$ cat config.mk
export PLATFORM = sky130hd
export DESIGN_NAME = if_fetch_unit
export DESIGN_NICKNAME = d
export VERILOG_FILES = /design/src/rtl/if_pkg.sv /design/src/rtl/if_skid_slot.sv /design/src/rtl/if_fetch_unit.sv
export SDC_FILE = /design/constraint.sdc
export NUM_CORES = 1
export LEC_CHECK = 0
export BUFFER_PORTS_ARGS = -buffer_cell sky130_fd_sc_hd__buf_4
export CAP_MARGIN = 0
export CORE_UTILIZATION = 45
export DETAILED_ROUTE_END_ITERATION = 10
export HOLD_SLACK_MARGIN = 0.05
export PLACE_DENSITY = 0.66
export SYNTH_ARGS = -nofsm -noshare
export SYNTH_HDL_FRONTEND = slang
export SYNTH_HIERARCHICAL = 1
export SYNTH_SLANG_ARGS = --single-unit
$ cat constraint.sdc
create_clock -name clk -period 3.99 [get_ports clk]
set_input_delay 0.1995 -clock clk [delete_from_list [all_inputs] [get_ports clk]]
set_output_delay 0.1995 -clock clk [all_outputs]
set_load 0.01 [all_outputs]
$ cat src/rtl/if_pkg.sv
// Shared types and defaults for the instruction-fetch stage.
package if_pkg;

  typedef enum logic [1:0] {
    S_IDLE  = 2'd0,
    S_WAIT  = 2'd1,
    S_FULL  = 2'd2,
    S_DRAIN = 2'd3
  } state_t;

  localparam logic [31:0] DEF_RESET_PC = 32'h0000_3000;
  localparam logic [31:0] DEF_NOP_WORD = 32'h0000_0000;
  localparam logic [31:0] PC_INC       = 32'd4;

  typedef struct packed {
    logic [31:0] instr;
    logic [31:0] pc;
  } fetch_t;

  function automatic logic [31:0] align_pc(input logic [31:0] a);
    return {a[31:2], 2'b00};
  endfunction

endpackage

$ cat src/rtl/if_skid_slot.sv
// One-entry {instr, pc, valid} holding register used while IF/ID is stalled.
module if_skid_slot
  import if_pkg::*;
(
  input  logic   clk,
  input  logic   reset,
  input  logic   load,
  input  logic   unload,
  input  logic   clear,
  input  fetch_t din,
  output fetch_t dout,
  output logic   valid
);

  always_ff @(posedge clk or posedge reset) begin
    if (reset) begin
      dout  <= '0;
      valid <= 1'b0;
    end else if (clear) begin
      valid <= 1'b0;
    end else if (load) begin
      dout  <= din;
      valid <= 1'b1;
    end else if (unload) begin
      valid <= 1'b0;
    end
  end

endmodule

$ cat src/rtl/if_fetch_unit.sv
// Fetch stage: owns the PC, runs req/ack to instruction memory, presents
// {instr, pc, valid} to IF/ID with a skid slot for stalls and redirect draining.
module if_fetch_unit
  import if_pkg::*;
#(
  parameter logic [31:0] RESET_PC = DEF_RESET_PC,
  parameter logic [31:0] NOP_WORD = DEF_NOP_WORD
) (
  input  logic        clk,
  input  logic        reset,
  input  logic        stall,
  input  logic        redirect,
  input  logic [31:0] redirect_pc,
  output logic        imem_req,
  output logic [31:0] imem_addr,
  input  logic        imem_ack,
  input  logic [31:0] imem_rdata,
  output logic        if_valid,
  output logic [31:0] ir_out,
  output logic [31:0] pc_out
);

  state_t      state_q, state_d;
  logic [31:0] pc_q, pc_d;
  logic [31:0] drain_addr_q, drain_addr_d;
  fetch_t      out_q, out_d;
  logic        vld_q, vld_d;

  logic   skid_load, skid_unload, skid_clear;
  fetch_t skid_dout;
  logic   skid_valid;
  logic   ack;
  logic   consumed;
  logic   out_free;

  assign imem_req  = (state_q == S_WAIT) || (state_q == S_DRAIN);
  // A draining request must keep its original address until it is acked.
  assign imem_addr = (state_q == S_DRAIN) ? drain_addr_q : pc_q;
  assign ack       = imem_req && imem_ack;
  assign consumed  = vld_q && !stall;
  assign out_free  = !vld_q || !stall;

  assign if_valid = vld_q;
  assign ir_out   = vld_q ? out_q.instr : NOP_WORD;
  assign pc_out   = out_q.pc;

  if_skid_slot u_skid (
    .clk    (clk),
    .reset  (reset),
    .load   (skid_load),
    .unload (skid_unload),
    .clear  (skid_clear),
    .din    ('{instr: imem_rdata, pc: pc_q}),
    .dout   (skid_dout),
    .valid  (skid_valid)
  );

  always_ff @(posedge clk or posedge reset) begin
    if (reset) begin
      state_q      <= S_IDLE;
      pc_q         <= RESET_PC;
      drain_addr_q <= '0;
      out_q        <= '{instr: NOP_WORD, pc: 32'h0};
      vld_q        <= 1'b0;
    end else begin
      state_q      <= state_d;
      pc_q         <= pc_d;
      drain_addr_q <= drain_addr_d;
      out_q        <= out_d;
      vld_q        <= vld_d;
    end
  end

  always_comb begin
    state_d      = state_q;
    pc_d         = pc_q;
    drain_addr_d = drain_addr_q;
    out_d        = out_q;
    vld_d        = vld_q;
    skid_load    = 1'b0;
    skid_unload  = 1'b0;
    skid_clear   = 1'b0;

    if (redirect) begin
      pc_d       = align_pc(redirect_pc);
      vld_d      = 1'b0;
      skid_clear = 1'b1;
      // An ack on this edge retires the outstanding request, so no drain is needed.
      if (imem_req && !ack) begin
        state_d = S_DRAIN;
        if (state_q == S_WAIT) drain_addr_d = pc_q;
      end else begin
        state_d = S_WAIT;
      end
    end else begin
      case (state_q)
        S_IDLE: state_d = S_WAIT;
        S_WAIT: begin
          if (ack) begin
            pc_d = pc_q + PC_INC;
            if (out_free) begin
              out_d = '{instr: imem_rdata, pc: pc_q};
              vld_d = 1'b1;
            end else begin
              skid_load = 1'b1;
              state_d   = S_FULL;
            end
          end else if (consumed) begin
            vld_d = 1'b0;
          end
        end
        S_FULL: begin
          if (!stall) begin
            out_d       = skid_dout;
            vld_d       = skid_valid;
            skid_unload = 1'b1;
            state_d     = S_WAIT;
          end
        end
        S_DRAIN: if (ack) state_d = S_WAIT;
        default: state_d = S_IDLE;
      endcase
    end
  end

endmodule

[Word level (Yosys, flattened, before mapping)]
Cells that the tools add are included.
Word-level totals
  register bits after elaboration: 196
Operators by class
  add/sub/neg operators: 1
  equal/unequal tests: 12
  mux-type cells: 33
  bitwise gates (word level): 2
  reductions and logical operators: 20
Operators by type and width (number)
  two-way mux 64 bit: 3
  two-way mux 32 bit: 5
  one-hot mux 64 bit (2 select lines): 1
  adder 32 x 3 -> 32 bit, second input constant: 1
  two-way mux 1 bit: 16
  two-way mux 2 bit: 6
  != test 3 bit, second input constant: 4
  != test 4 bit, second input constant: 2
  one-hot mux 2 bit (4 select lines): 1
  AND reduction 4 bit: 2
  != test 2 bit, second input constant: 3
  nonzero test 2 bit: 3
  nonzero test 3 bit: 2
  AND reduction 5 bit: 1
  == test 2 bit, second input constant: 2
  AND reduction 2 bit: 2
  logical AND 1 bit: 3
  logical NOT 1 bit: 3
  AND reduction 3 bit: 1
  == test 2 x 1 -> 1 bit, second input constant: 1
  logical NOT 2 bit: 1
  logical OR 1 bit: 2
  inverter 1 bit: 2
  one-hot mux 1 bit (2 select lines): 1

[Depth between registers and ports, before layout]
Gate-level depths: netlist (run 1).
  word-level depth: 8
  gate-level depth with buffers: 10
  depth with buffers taken out: 6

[Modules after synthesis]
The synthesis (run 1) kept the hierarchy.
By module, submodules not included
  if_fetch_unit: times used 1, cells each 715, area an instance 6917.9 µm², sequential area each 3180.6 µm²
  if_skid_slot: times used 1, cells each 141, area an instance 2745.1 µm², sequential area each 1626.6 µm²

[Worst setup path before layout (run 1)]
Ideal clock, no wire load.
  path kind: register -> register
  start: register state_q[1]
  end: register pc_q[20]
  setup time: 82 ps
  arrival time: 2016 ps
  required time: 3908 ps
  setup slack: 1892 ps
  cell stages (with the launch flop): 9
  cell sequence: dfrtp_1 inv_1 ha_1 buf_2 nand3_1 or2_2 clkbuf_1 or4_1 a31oi_1
Between the ends
  cells in the longest elaborated chain, start to end: 5
  elaborated cells on any way between the ends: 7
  those cells by class: eq/ne (2); reduce/logical (5)
RTL lines
  start: declaration: line if_fetch_unit.sv:23  | state_t state_q, state_d;
  start signal: assignment: line if_fetch_unit.sv:66  | state_q <= state_d;
  == test 2 x 1 -> 1 bit / == test 2 bit (equally long branches): line if_fetch_unit.sv:36, if_fetch_unit.sv:96
  logical OR 1 bit: line if_fetch_unit.sv:36  | assign imem_req = (state_q == S_WAIT) || (state_q == S_DRAIN);
  logical AND 1 bit: line if_fetch_unit.sv:39  | assign ack = imem_req && imem_ack;
  nonzero test 2 bit (no line)
  AND reduction 2 bit (no line) (*)
  end signal: assignment: line if_fetch_unit.sv:67  | pc_q <= pc_d;
  end: declaration: line if_fetch_unit.sv:24  | logic [31:0] pc_q, pc_d;
Every way passes the cells marked *; elsewhere a longest branch is shown, timed or not.
A chain may end at the register's enable or synchronous reset.

[Worst setup path after layout (run 1)]
  start: register state_q[1]
  end: output port imem_addr[30]
Between the ends
  cells in the longest elaborated chain, start to end: 2
RTL lines
  == test 2 bit: line if_fetch_unit.sv:38  | assign imem_addr = (state_q == S_DRAIN) ? drain_addr_q : pc_q;
  two-way mux 32 bit: line if_fetch_unit.sv:38
  end: declaration: line if_fetch_unit.sv:15  | output logic [31:0] imem_addr,
No other way between the ends.

==> reports/results.ini, run 1 <==
[floorplan]
placement_row_count=53
placeableCoreArea_mm2=0.0210
die_height_um=149
dieWidth_um=149
io_pins=167
fp.dieArea_mm2=0.0221
initial_core_util_pct=46.0

[synthesis]
synth_top_area_cell=dfrtp_1
synth_fa_ha_area_share_pct=0.518
synth.yosys.seq_area_share_pct=49.7
synth.avg_cell_area_um2=11.3
netlist_instances=856
synthMuxAreaShare_pct=22.4
yosys-top-cells-area=dfrtp_1 (49%), mux2_4 (9.3%), mux2i_1 (6.6%)
syn-cell-area_mm2=0.00966
post_synth_num_cell_types=52
share_of_the_synthesized_area_in_compound_gates_ao_oa_aoi_oai_pct=7.64
synth_seq_cells=192
synth_enable_flop_cells=0
yosys.area_share.xor_xnor_pct=1.09
synth_top_family_by_area=multiplexers
synthesis.yosys.warnings=6
yosys.area_share.simple_pct=11.7
post_synth_top_area_share_pct=49.2
synthArstFlopShare_pct=100
postSynth.topFlopCell=dfrtp_1

[power]
cellLeakagePower_nw=5.30
power_per_cell_area_mw_per_mm2=510
power.ir.vdd_worst_uv=286
p_total_mw=6.07

[clock_network]
cts_tree=done
numCtsBuffers=17
clk_root_buffer_cell=clkbuf_16
cts_max_path_buffers=2
cts-htree-levels=4
number_of_buffers_inserted_to_repair_setup_after_cts=0
clk_pin_slew_ps=60
insertion_delay_ps=430
clkSinkCount=192

[sta]
max_slew_margin_pct=33.6
postLayoutSetupSlackWorst_ps=1490
layout_worst_path_cycle_share_pct=62.7
maxClockFrequency_ghz=0.400
hold_viol_final=0
rsz_0062_raised_after_global_routing=no
fin_skew_ps=10.7
tightestPinTransition_ps=987
slew_viol_final=0
timing.final.setup_violations=0
finalCriticalPeriod_ps=2500
totalNegativeSetupSlack_ps=0

[worst_setup_path]
crit_path_max_fanout=42
crit_path_dat_ps=2300
data_required_time_at_the_worst_endpoint_ps=3790
critical_path.startpoint=state_q[1]
timing.critical_path.to=imem_addr[30]
rr_endpoint=pc_q[30]
crit_path_start_kind=register
r2r_start=state_q[1]
timing_worst_setup_path_type=reg2out
worst-r2r-setup-slack_ps=1520
cp-end-kind=output pin
ff2ff_path_depth=6

[placed_design]
weighted_congestion_reported_at_the_end_of_routability_driven_placement=0.772
pre_cts_slack_ps=1380
post-dp-hpwl_um=13900
io_buffers=162
dpl.cell_count=1212

[route]
totalWireLength_um=22200
drt_pre_antenna_iters=5
via_per_inst=5.20
route.detailed.drc=0
average_wire_length_per_cell_after_detail_routing_um=17.0
dr_total_vias=6793
drt_iter0_drc=351
detail-route-antenna-nets=0

[cells_and_area]
final_common_cell=dfrtp_1
antennaDiodeCount=0
final_layout_size_suffix_gt1_share_pct=32.1
design.final.nets=1091
most-common-layout-cells=dfrtp_1 (190), buf_4 (170), nand2_1 (108)
finish.cell_count_without_fillers=1306
fillCellCount=1856
areaGrowthSynthToFinish_pct=23.3

[global_route]
first_global_vias=6779
routing_usage_on_met2_pct=33.2
grt_pass1_wl_um=36100
grt_overall_usage_pct=21.1
met3_usage_pct=3.22
grt_util_met1_pct=29.5
pin_count_of_the_biggest_net_entering_global_routing=103
grt_antenna_before_repair=0
busiest_layer=met2
overflow=0

[hold_path]
hold_path_class=in2reg

[job]
max-cap-violations=0

[run_status]
run_status=finished clean

how the worst min path moves through the flow:
| stage | cells past startpoint | to | from | slack, ps |
|---|---|---|---|---|
| after global placement | 2 | u_skid/dout[48] | reset | 380 |
| after detailed placement | 2 | u_skid/dout[48] | reset | 400 |
| final | 3 | pc_q[30] | redirect_pc[30] | 70 |
| after CTS | 3 | pc_q[30] | redirect_pc[30] | 50 |
| after global routing | 3 | pc_q[30] | redirect_pc[30] | 80 |
| after floorplan | 1 | u_skid/valid | redirect | 260 |
final cells by class:
class,instances,area (um^2),area share (%)
clock inverter,7,52.6,0.441
sequential,192,4810,40.3
multi-input combinational,557,4210,35.3
clock buffer,25,495,4.16
timing repair buffer,234,1940,16.3
inverter,16,66.3,0.557
tap,275,344,2.89
flip-flops by register name, indices dropped and copies added, names as in the netlist:
register      flops
u_skid/dout      64
out_q            32
pc_out           32
drain_addr_q     30
pc_q             30
state_q           2
if_valid          1
u_skid/valid      1
what timing repair did:
item	CTS	global route
hold buffers	62	0
endpoints found under the hold margin	176	0
resized for setup	0	0
power by group:
group	switching (mW)	internal [mW]	total, mW	leakage [nW]
sequential	0.326	2.49	2.81	2.42
combinational	0.734	0.910	1.64	2.62
clock	0.744	0.869	1.61	0.268
metrics by stage:
step / util, % / instance area [um^2] / hold slack (ps)
2_1_floorplan: - / 9670 / 263
3_3_place_gp: 51.1 / 10700 / 377
6_report: 56.7 / 11900 / 68.7
5_1_grt: 56.7 / 11900 / 77.8
4_1_cts: 56.7 / 11900 / 54.7
3_5_place_dp: 51.1 / 10700 / 396
cells in the mapped netlist (2+ instances only):
| cell type | number |
|---|---|
| o21ai_0 | 93 |
| and3_1 | 2 |
| dfrtp_1 | 190 |
| nor2b_1 | 2 |
| xor2_1 | 3 |
| o41ai_1 | 2 |
| xnor2_1 | 9 |
| a21oi_1 | 2 |
| nor3_1 | 6 |
| inv_1 | 16 |
| nand4_1 | 11 |
| or2_2 | 4 |
| a311o_1 | 3 |
| nand2_1 | 108 |
| a31oi_1 | 12 |
| clkbuf_1 | 39 |
| mux2_4 | 60 |
| nor4_1 | 8 |
| nand3_1 | 13 |
| dfstp_2 | 2 |
| buf_1 | 6 |
| o31ai_1 | 8 |
| mux2i_1 | 64 |
| or3_1 | 3 |
| buf_12 | 7 |
| mux2_2 | 55 |
| or4_1 | 8 |
| buf_2 | 5 |
| clkbuf_2 | 2 |
| nor2_1 | 22 |
| o211ai_1 | 3 |
| buf_4 | 34 |
| and2_1 | 32 |
| ha_1 | 4 |
per-layer routing:
metal,routed length (um),share of wire (%)
met3,1060,4.8
met4,374,1.7
met5,0,0
met1,10500,47
met2,10200,46
critical path: stages (launching register included):
cell and delay (ps):
dfrtp_1 410, ha_2 840, mux2_2 460, buf_4 150
cells by family after synthesis:
family,count (synthesis)
AOI/OAI and AO/OA,130
xor gates and xnor gates,12
adders and majority gates,4
buffers and inverters,110
DFF,192
muxes,179
other,1
and+or+nand+nor,228
No activity file was read; power rests on OpenSTA's default activity.
==> inputs of run 2 (changes only) <==
--- a/config.mk
+++ b/config.mk
@@ -10,7 +10,7 @@
 export CORE_UTILIZATION = 45
 export DETAILED_ROUTE_END_ITERATION = 10
 export HOLD_SLACK_MARGIN = 0.05
-export PLACE_DENSITY = 0.66
+export PLACE_DENSITY = 0.69
 export SYNTH_ARGS = -nofsm -noshare
 export SYNTH_HDL_FRONTEND = slang
 export SYNTH_HIERARCHICAL = 1
==> constraint.sdc (replaced) <==
create_clock -name clk -period 2.19 [get_ports clk]
set_input_delay 0.1095 -clock clk [delete_from_list [all_inputs] [get_ports clk]]
set_output_delay 0.1095 -clock clk [all_outputs]
set_load 0.01 [all_outputs]
==> run 2 against run 1 <==
Against the previous run: clock power rose by 110%; sequential share of layout area fell by 1.9 points; highest routed layer unchanged; worst setup slack got worse by 1400 ps; clock skew rose by 1.2 ps; largest power group unchanged; critical path depth rose by 2; cell area rose by 5.1%.
==> reports/results.ini, run 2 (synthesis gave the netlist of run 1 again) <==
[worst_setup_path]
cpLargestDelayFamily=simple AND/OR/NAND/NOR gates
worst_path_most_repeated_cell=or4_1
crit_path_max_fanout=10  ; -76%
cp_slowest_cell=or4_1
data_required_time_at_the_worst_endpoint_ps=2530  ; -1260 ps
worstPathBufferInverterCount=0  ; -1
crit_path_start_kind=register
crit_path_dat_ps=2480  ; +180 ps
timing_worst_setup_path_type=reg2reg
worstPathCellList=ha_2 > nand3_1 > or4_1 > or4_1 > a31oi_1
biggest_cell_delay_along_the_critical_path_ps=570  ; -270 ps
cp-end-kind=register

[clock_network]
cts-htree-levels=4  ; unchanged
cts_tree=done
clk_root_buffer_cell=clkbuf_16
cts_max_path_buffers=2  ; unchanged
clkSinkCount=192  ; unchanged
clk_pin_slew_ps=60  ; about the same
numCtsBuffers=17  ; unchanged
insertion_delay_ps=430  ; about the same

[global_route]
busiest_layer=met2
routing_usage_on_met2_pct=34.9  ; +1.7 points
grt_antenna_before_repair=0  ; unchanged
met3_usage_pct=3.83  ; +0.61 points
pin_count_of_the_biggest_net_entering_global_routing=70  ; -32%
first_global_vias=7052  ; +4.0%
grt_pass1_wl_um=37200  ; +2.8%
grt_util_met1_pct=29.5  ; +0.032 points
grt_overall_usage_pct=21.5  ; +0.46 points
overflow=0  ; unchanged

[power]
p_total_mw=11.7  ; +93%
power_per_cell_area_mw_per_mm2=935  ; +84%
comb_power_share_pct=27.7  ; +0.6 points
power.ir.vdd_worst_uv=580  ; +100%
sw_frac_of_total_pct=28.9  ; -0.86 points
clkPwrFrac_pct=28.8  ; +2.2 points
internal_power_mw=8.33  ; +95%
netsw_mw=3.38  ; +87%
cellLeakagePower_nw=5.61  ; +5.7%
p_seq_share_pct=43.5  ; -2.8 points

[sta]
totalNegativeSetupSlack_ps=0  ; unchanged
tightestPinTransition_ps=718  ; -270 ps
finalCriticalPeriod_ps=2130
fin_skew_ps=11.9  ; +1.17 ps
maxClockFrequency_ghz=0.469
hold_viol_final=0  ; unchanged
slew_viol_final=0  ; unchanged
timing.final.setup_violations=0  ; unchanged
layout_worst_path_cycle_share_pct=97.4
max_slew_margin_pct=51.9  ; +18 points

[cells_and_area]
fillCellCount=1737  ; -6.4%
final_common_cell=buf_4
final_area_mm2=0.0125  ; +5.1%
finish.cell_count_without_fillers=1352  ; +3.5%
most-common-layout-cells=buf_4 (201), dfrtp_1 (190), nand2_1 (108)
largest_reg_flops=64  ; unchanged
design.final.nets=1137  ; +4.2%
final_layout_size_suffix_gt1_share_pct=35.4  ; +3.3 points
areaGrowthSynthToFinish_pct=29.5
antennaDiodeCount=0  ; unchanged
max_flop_register=u_skid/dout

[placed_design]
dpl.cell_count=1248  ; +3.0%
io_buffers=162  ; unchanged
weighted_congestion_reported_at_the_end_of_routability_driven_placement=0.780  ; +0.95%
post-dp-hpwl_um=14900  ; +7.2%
place_area_mm2=0.0111  ; +3.3%

[floorplan]
placement_row_count=53  ; unchanged
die_height_um=149  ; unchanged
initial_core_util_pct=46.0  ; unchanged
dieWidth_um=149  ; unchanged
io_pins=167  ; unchanged
placeableCoreArea_mm2=0.0210  ; unchanged
fp.dieArea_mm2=0.0221  ; unchanged

[hold_path]
hold_path_class=in2reg

[route]
drt_iter0_drc=354  ; +0.85%
drt_pre_antenna_iters=4  ; -1
totalWireLength_um=23300  ; +5.4%
detail-route-antenna-nets=0  ; unchanged
route.detailed.drc=0  ; unchanged
dr_total_vias=7040  ; +3.6%
via_per_inst=5.21  ; +0.11%
average_wire_length_per_cell_after_detail_routing_um=17.3  ; +1.8%

[job]
max-cap-violations=0  ; unchanged

[run_status]
run_status=finished clean

==> run 2: path summary, 6_finish.rpt <==
check / end / from / slack [ps] / depth (start not counted)
setup / recovery: pc_q[30] / state_q[0] / 60 / 5
hold / removal: if_valid / redirect / 70 / 2
setup reg to reg: pc_q[30] / state_q[0] / 60 / 5
hold reg to reg: out_q[56] / out_q[56] / 470 / 2
max in group asynchronous: u_skid/dout[47] / reset / 1140 / 5
min in group asynchronous: pc_out[29] / reset / 270 / 3
==> run 2: through the flow <==
step	util [%]	setup slack (ps)	hold WS, ps
2_1_floorplan	-	91.6	173
3_3_place_gp	52.8	64.6	180
3_5_place_dp	52.8	16.8	181
4_1_cts	58.9	-15.3	56.4
5_1_grt	59.5	-34.3	80.3
6_report	59.5	56.5	71.8
==> run 2: power by group through the flow <==
stage	Sequential [mW]	Combinational (mW)	Clock [mW]
floorplan	4.99	2.18	0
global placement	5.09	3.07	0
detailed placement	5.14	3.14	0
CTS	5.09	3.24	3.45
global route	5.22	3.55	3.59
finish	5.09	3.24	3.37
==> run 2: layout make-up <==
cell class | instances | area, um^2 | share of cell area (%)
Clock buffer | 21 | 470 | 3.76
Clock inverter | 11 | 175 | 1.40
Inverter | 16 | 63.8 | 0.510
Multi-Input combinational cell | 558 | 4240 | 33.9
Sequential cell | 192 | 4810 | 38.4
Tap cell | 275 | 344 | 2.75
Timing Repair Buffer | 279 | 2410 | 19.3
==> run 2: timing repair <==
item | in CTS | in global routing
endpoints found under the setup margin | 2 | 100
endpoints found under the hold margin | 127 | 0
buffers inserted | 0 | 4
gates resized for setup | 0 | 6
hold buffers | 64 | 0
pin swaps | 0 | 2
cloned | 0 | 4
==> run 2: routing by layer <==
layer / vias up / share of wire, % / routed length, um
met5: - / 0 / 0
met4: 0 / 1.2 / 283
met3: 25 / 4.8 / 1110
met2: 179 / 47 / 11100
met1: 3484 / 47 / 10900
li1: 3352 / - / -
==> inputs of run 3 (changes only) <==
--- a/config.mk
+++ b/config.mk
@@ -8,6 +8,7 @@
 export BUFFER_PORTS_ARGS = -buffer_cell sky130_fd_sc_hd__buf_4
 export CAP_MARGIN = 0
 export CORE_UTILIZATION = 45
+export CTS_BUF_LIST = sky130_fd_sc_hd__clkbuf_16
 export DETAILED_ROUTE_END_ITERATION = 10
 export HOLD_SLACK_MARGIN = 0.05
 export PLACE_DENSITY = 0.69
==> run 3 against run 2 <==
Against the previous run: fmax increased by 0.35%; largest cell class unchanged; clock skew down 0.62 ps; critical path type unchanged; sequential cell count unchanged.
==> reports/results.ini, run 3 (synthesis gave the netlist of run 1 again) <==
[floorplan]
placeableCoreArea_mm2=0.0210  ; unchanged
fp.dieArea_mm2=0.0221  ; unchanged
dieWidth_um=149  ; unchanged
die_height_um=149  ; unchanged
placement_row_count=53  ; unchanged
initial_core_util_pct=46.0  ; unchanged
io_pins=167  ; unchanged

[worst_setup_path]
r2r_start=pc_q[13]
ff2ff_path_depth=4  ; -1
crit_path_max_fanout=8  ; -2
worst-r2r-setup-slack_ps=60  ; about the same
rr_endpoint=pc_q[20]
cp-end-kind=register
data_required_time_at_the_worst_endpoint_ps=2530  ; about the same
crit_path_dat_ps=2470  ; about the same
critical_path.startpoint=pc_q[13]
timing.critical_path.to=pc_q[20]
crit_path_start_kind=register
timing_worst_setup_path_type=reg2reg

[cells_and_area]
largest_reg_flops=64  ; unchanged
design.final.nets=1136  ; -0.088%
fillCellCount=1743  ; +0.35%
final_layout_size_suffix_gt1_share_pct=35.0  ; -0.34 points
max_flop_register=u_skid/dout
most-common-layout-cells=buf_4 (200), dfrtp_1 (190), nand2_1 (108)
final_area_mm2=0.0125  ; -0.22%
areaGrowthSynthToFinish_pct=29.3
antennaDiodeCount=0  ; unchanged
final_common_cell=buf_4
finish.cell_count_without_fillers=1351  ; -0.074%

[placed_design]
io_buffers=162  ; unchanged
post-dp-hpwl_um=14900  ; unchanged
place_area_mm2=0.0111  ; unchanged
dpl.cell_count=1248  ; unchanged
pre_cts_slack_ps=16.8  ; unchanged
weighted_congestion_reported_at_the_end_of_routability_driven_placement=0.780  ; unchanged

[sta]
timing.final.setup_violations=0  ; unchanged
maxClockFrequency_ghz=0.470  ; +0.35%
rsz_0062_raised_after_global_routing=no
finalCriticalPeriod_ps=2130  ; -7.50 ps
max_slew_margin_pct=52.0  ; +0.066 points
tightestPinTransition_ps=717  ; -0.986 ps
postLayoutSetupSlackWorst_ps=64.0  ; +7.50 ps
slew_viol_final=0  ; unchanged
layout_worst_path_cycle_share_pct=97.1  ; -0.34 points
totalNegativeSetupSlack_ps=0  ; unchanged
fin_skew_ps=11.3  ; -0.619 ps
hold_viol_final=0  ; unchanged

[clock_network]
numCtsBuffers=17  ; unchanged
cts-htree-levels=4  ; unchanged
clk_root_buffer_cell=clkbuf_16
insertion_delay_ps=430  ; about the same
clkSinkCount=192  ; unchanged
cts_tree=done
cts_max_path_buffers=2  ; unchanged
clk_pin_slew_ps=70  ; about the same

[route]
drt_iter0_drc=380  ; +7.3%
average_wire_length_per_cell_after_detail_routing_um=17.2  ; about the same
via_per_inst=5.21  ; about the same
detail-route-antenna-nets=0  ; unchanged
totalWireLength_um=23300  ; -0.17%
drt_pre_antenna_iters=5  ; +1
route.detailed.drc=0  ; unchanged
dr_total_vias=7034  ; -0.085%

[power]
cellLeakagePower_nw=5.59  ; -0.26%
power.ir.vdd_worst_uv=586  ; +1.0%
p_total_mw=11.6  ; -0.94%
power_per_cell_area_mw_per_mm2=928  ; -0.72%

[global_route]
grt_antenna_before_repair=0  ; unchanged
first_global_vias=7052  ; unchanged
grt_pass1_wl_um=37100  ; -0.28%
overflow=0  ; unchanged
pin_count_of_the_biggest_net_entering_global_routing=70  ; unchanged
grt_overall_usage_pct=21.5  ; -0.042 points

[job]
max-cap-violations=0  ; unchanged

[run_status]
run_status=finished clean

[hold_path]
hold_path_class=in2reg
hold_depth=2  ; unchanged

## run 3: cell types whose count changed in the layout (fill, tap and decap cells not counted), sizes merged
cell / change
clkinv: +3
inv: +1
buf: -1
clkbuf: -4
## run 3: layout make-up
class | count | area, um^2 | share of cell area, %
Multi-Input combinational cell | 558 | 4250 | 34.1
Inverter | 16 | 63.8 | 0.511
Sequential cell | 192 | 4810 | 38.5
Timing Repair Buffer | 278 | 2410 | 19.3
Clock buffer | 17 | 425 | 3.41
Tap cell | 275 | 344 | 2.75
Clock inverter | 15 | 190 | 1.52
## run 3: worst min path at each step
stage          slack (ps)           end  startpoint
6_report               70      if_valid    redirect
3_3_place_gp          180    pc_out[29]       reset
2_1_floorplan         170  u_skid/valid    redirect
5_1_grt                80      if_valid    redirect
4_1_cts                60      if_valid    redirect
3_5_place_dp          180    pc_out[29]       reset
## run 3: per-stage QoR
step / hold slack (ps) / utilization (%)
global placement: 180 / 52.8
finish: 73.6 / 59.4
global route: 84.9 / 59.4
detailed placement: 181 / 52.8
CTS: 55.4 / 58.8
floorplan: 173 / -
## run 3: worst max-delay path, cell delays in order, from the launching register on
cell     delay (ps)
dfstp_2         570
nand4_4         160
or4_4           610
or4_1           500
a31oi_1         190
## run 3: power by group
part	switching [mW]	internal [mW]	total, mW
combinational	1.46	1.78	3.24
sequential	0.558	4.53	5.09
clock	1.36	1.91	3.26
total	3.37	8.22	11.6
## run 3: timing repair
item,CTS,global route
endpoints found under the setup margin,2,101
gates cloned,0,4
setup buffers,0,3
pin swaps,0,1
hold buffers,64,0
gates resized for setup,0,7
endpoints found under the hold margin,127,0
## run 3: routing by layer
layer / GRT usage, % / share of wire [%] / vias to the layer above
met5: 0 / 0 / -
met4: 6.29 / 1.1 / 0
met3: 4.08 / 5.1 / 23
met2: 34.7 / 47 / 178
met1: 29.4 / 46 / 3479
li1: - / - / 3354
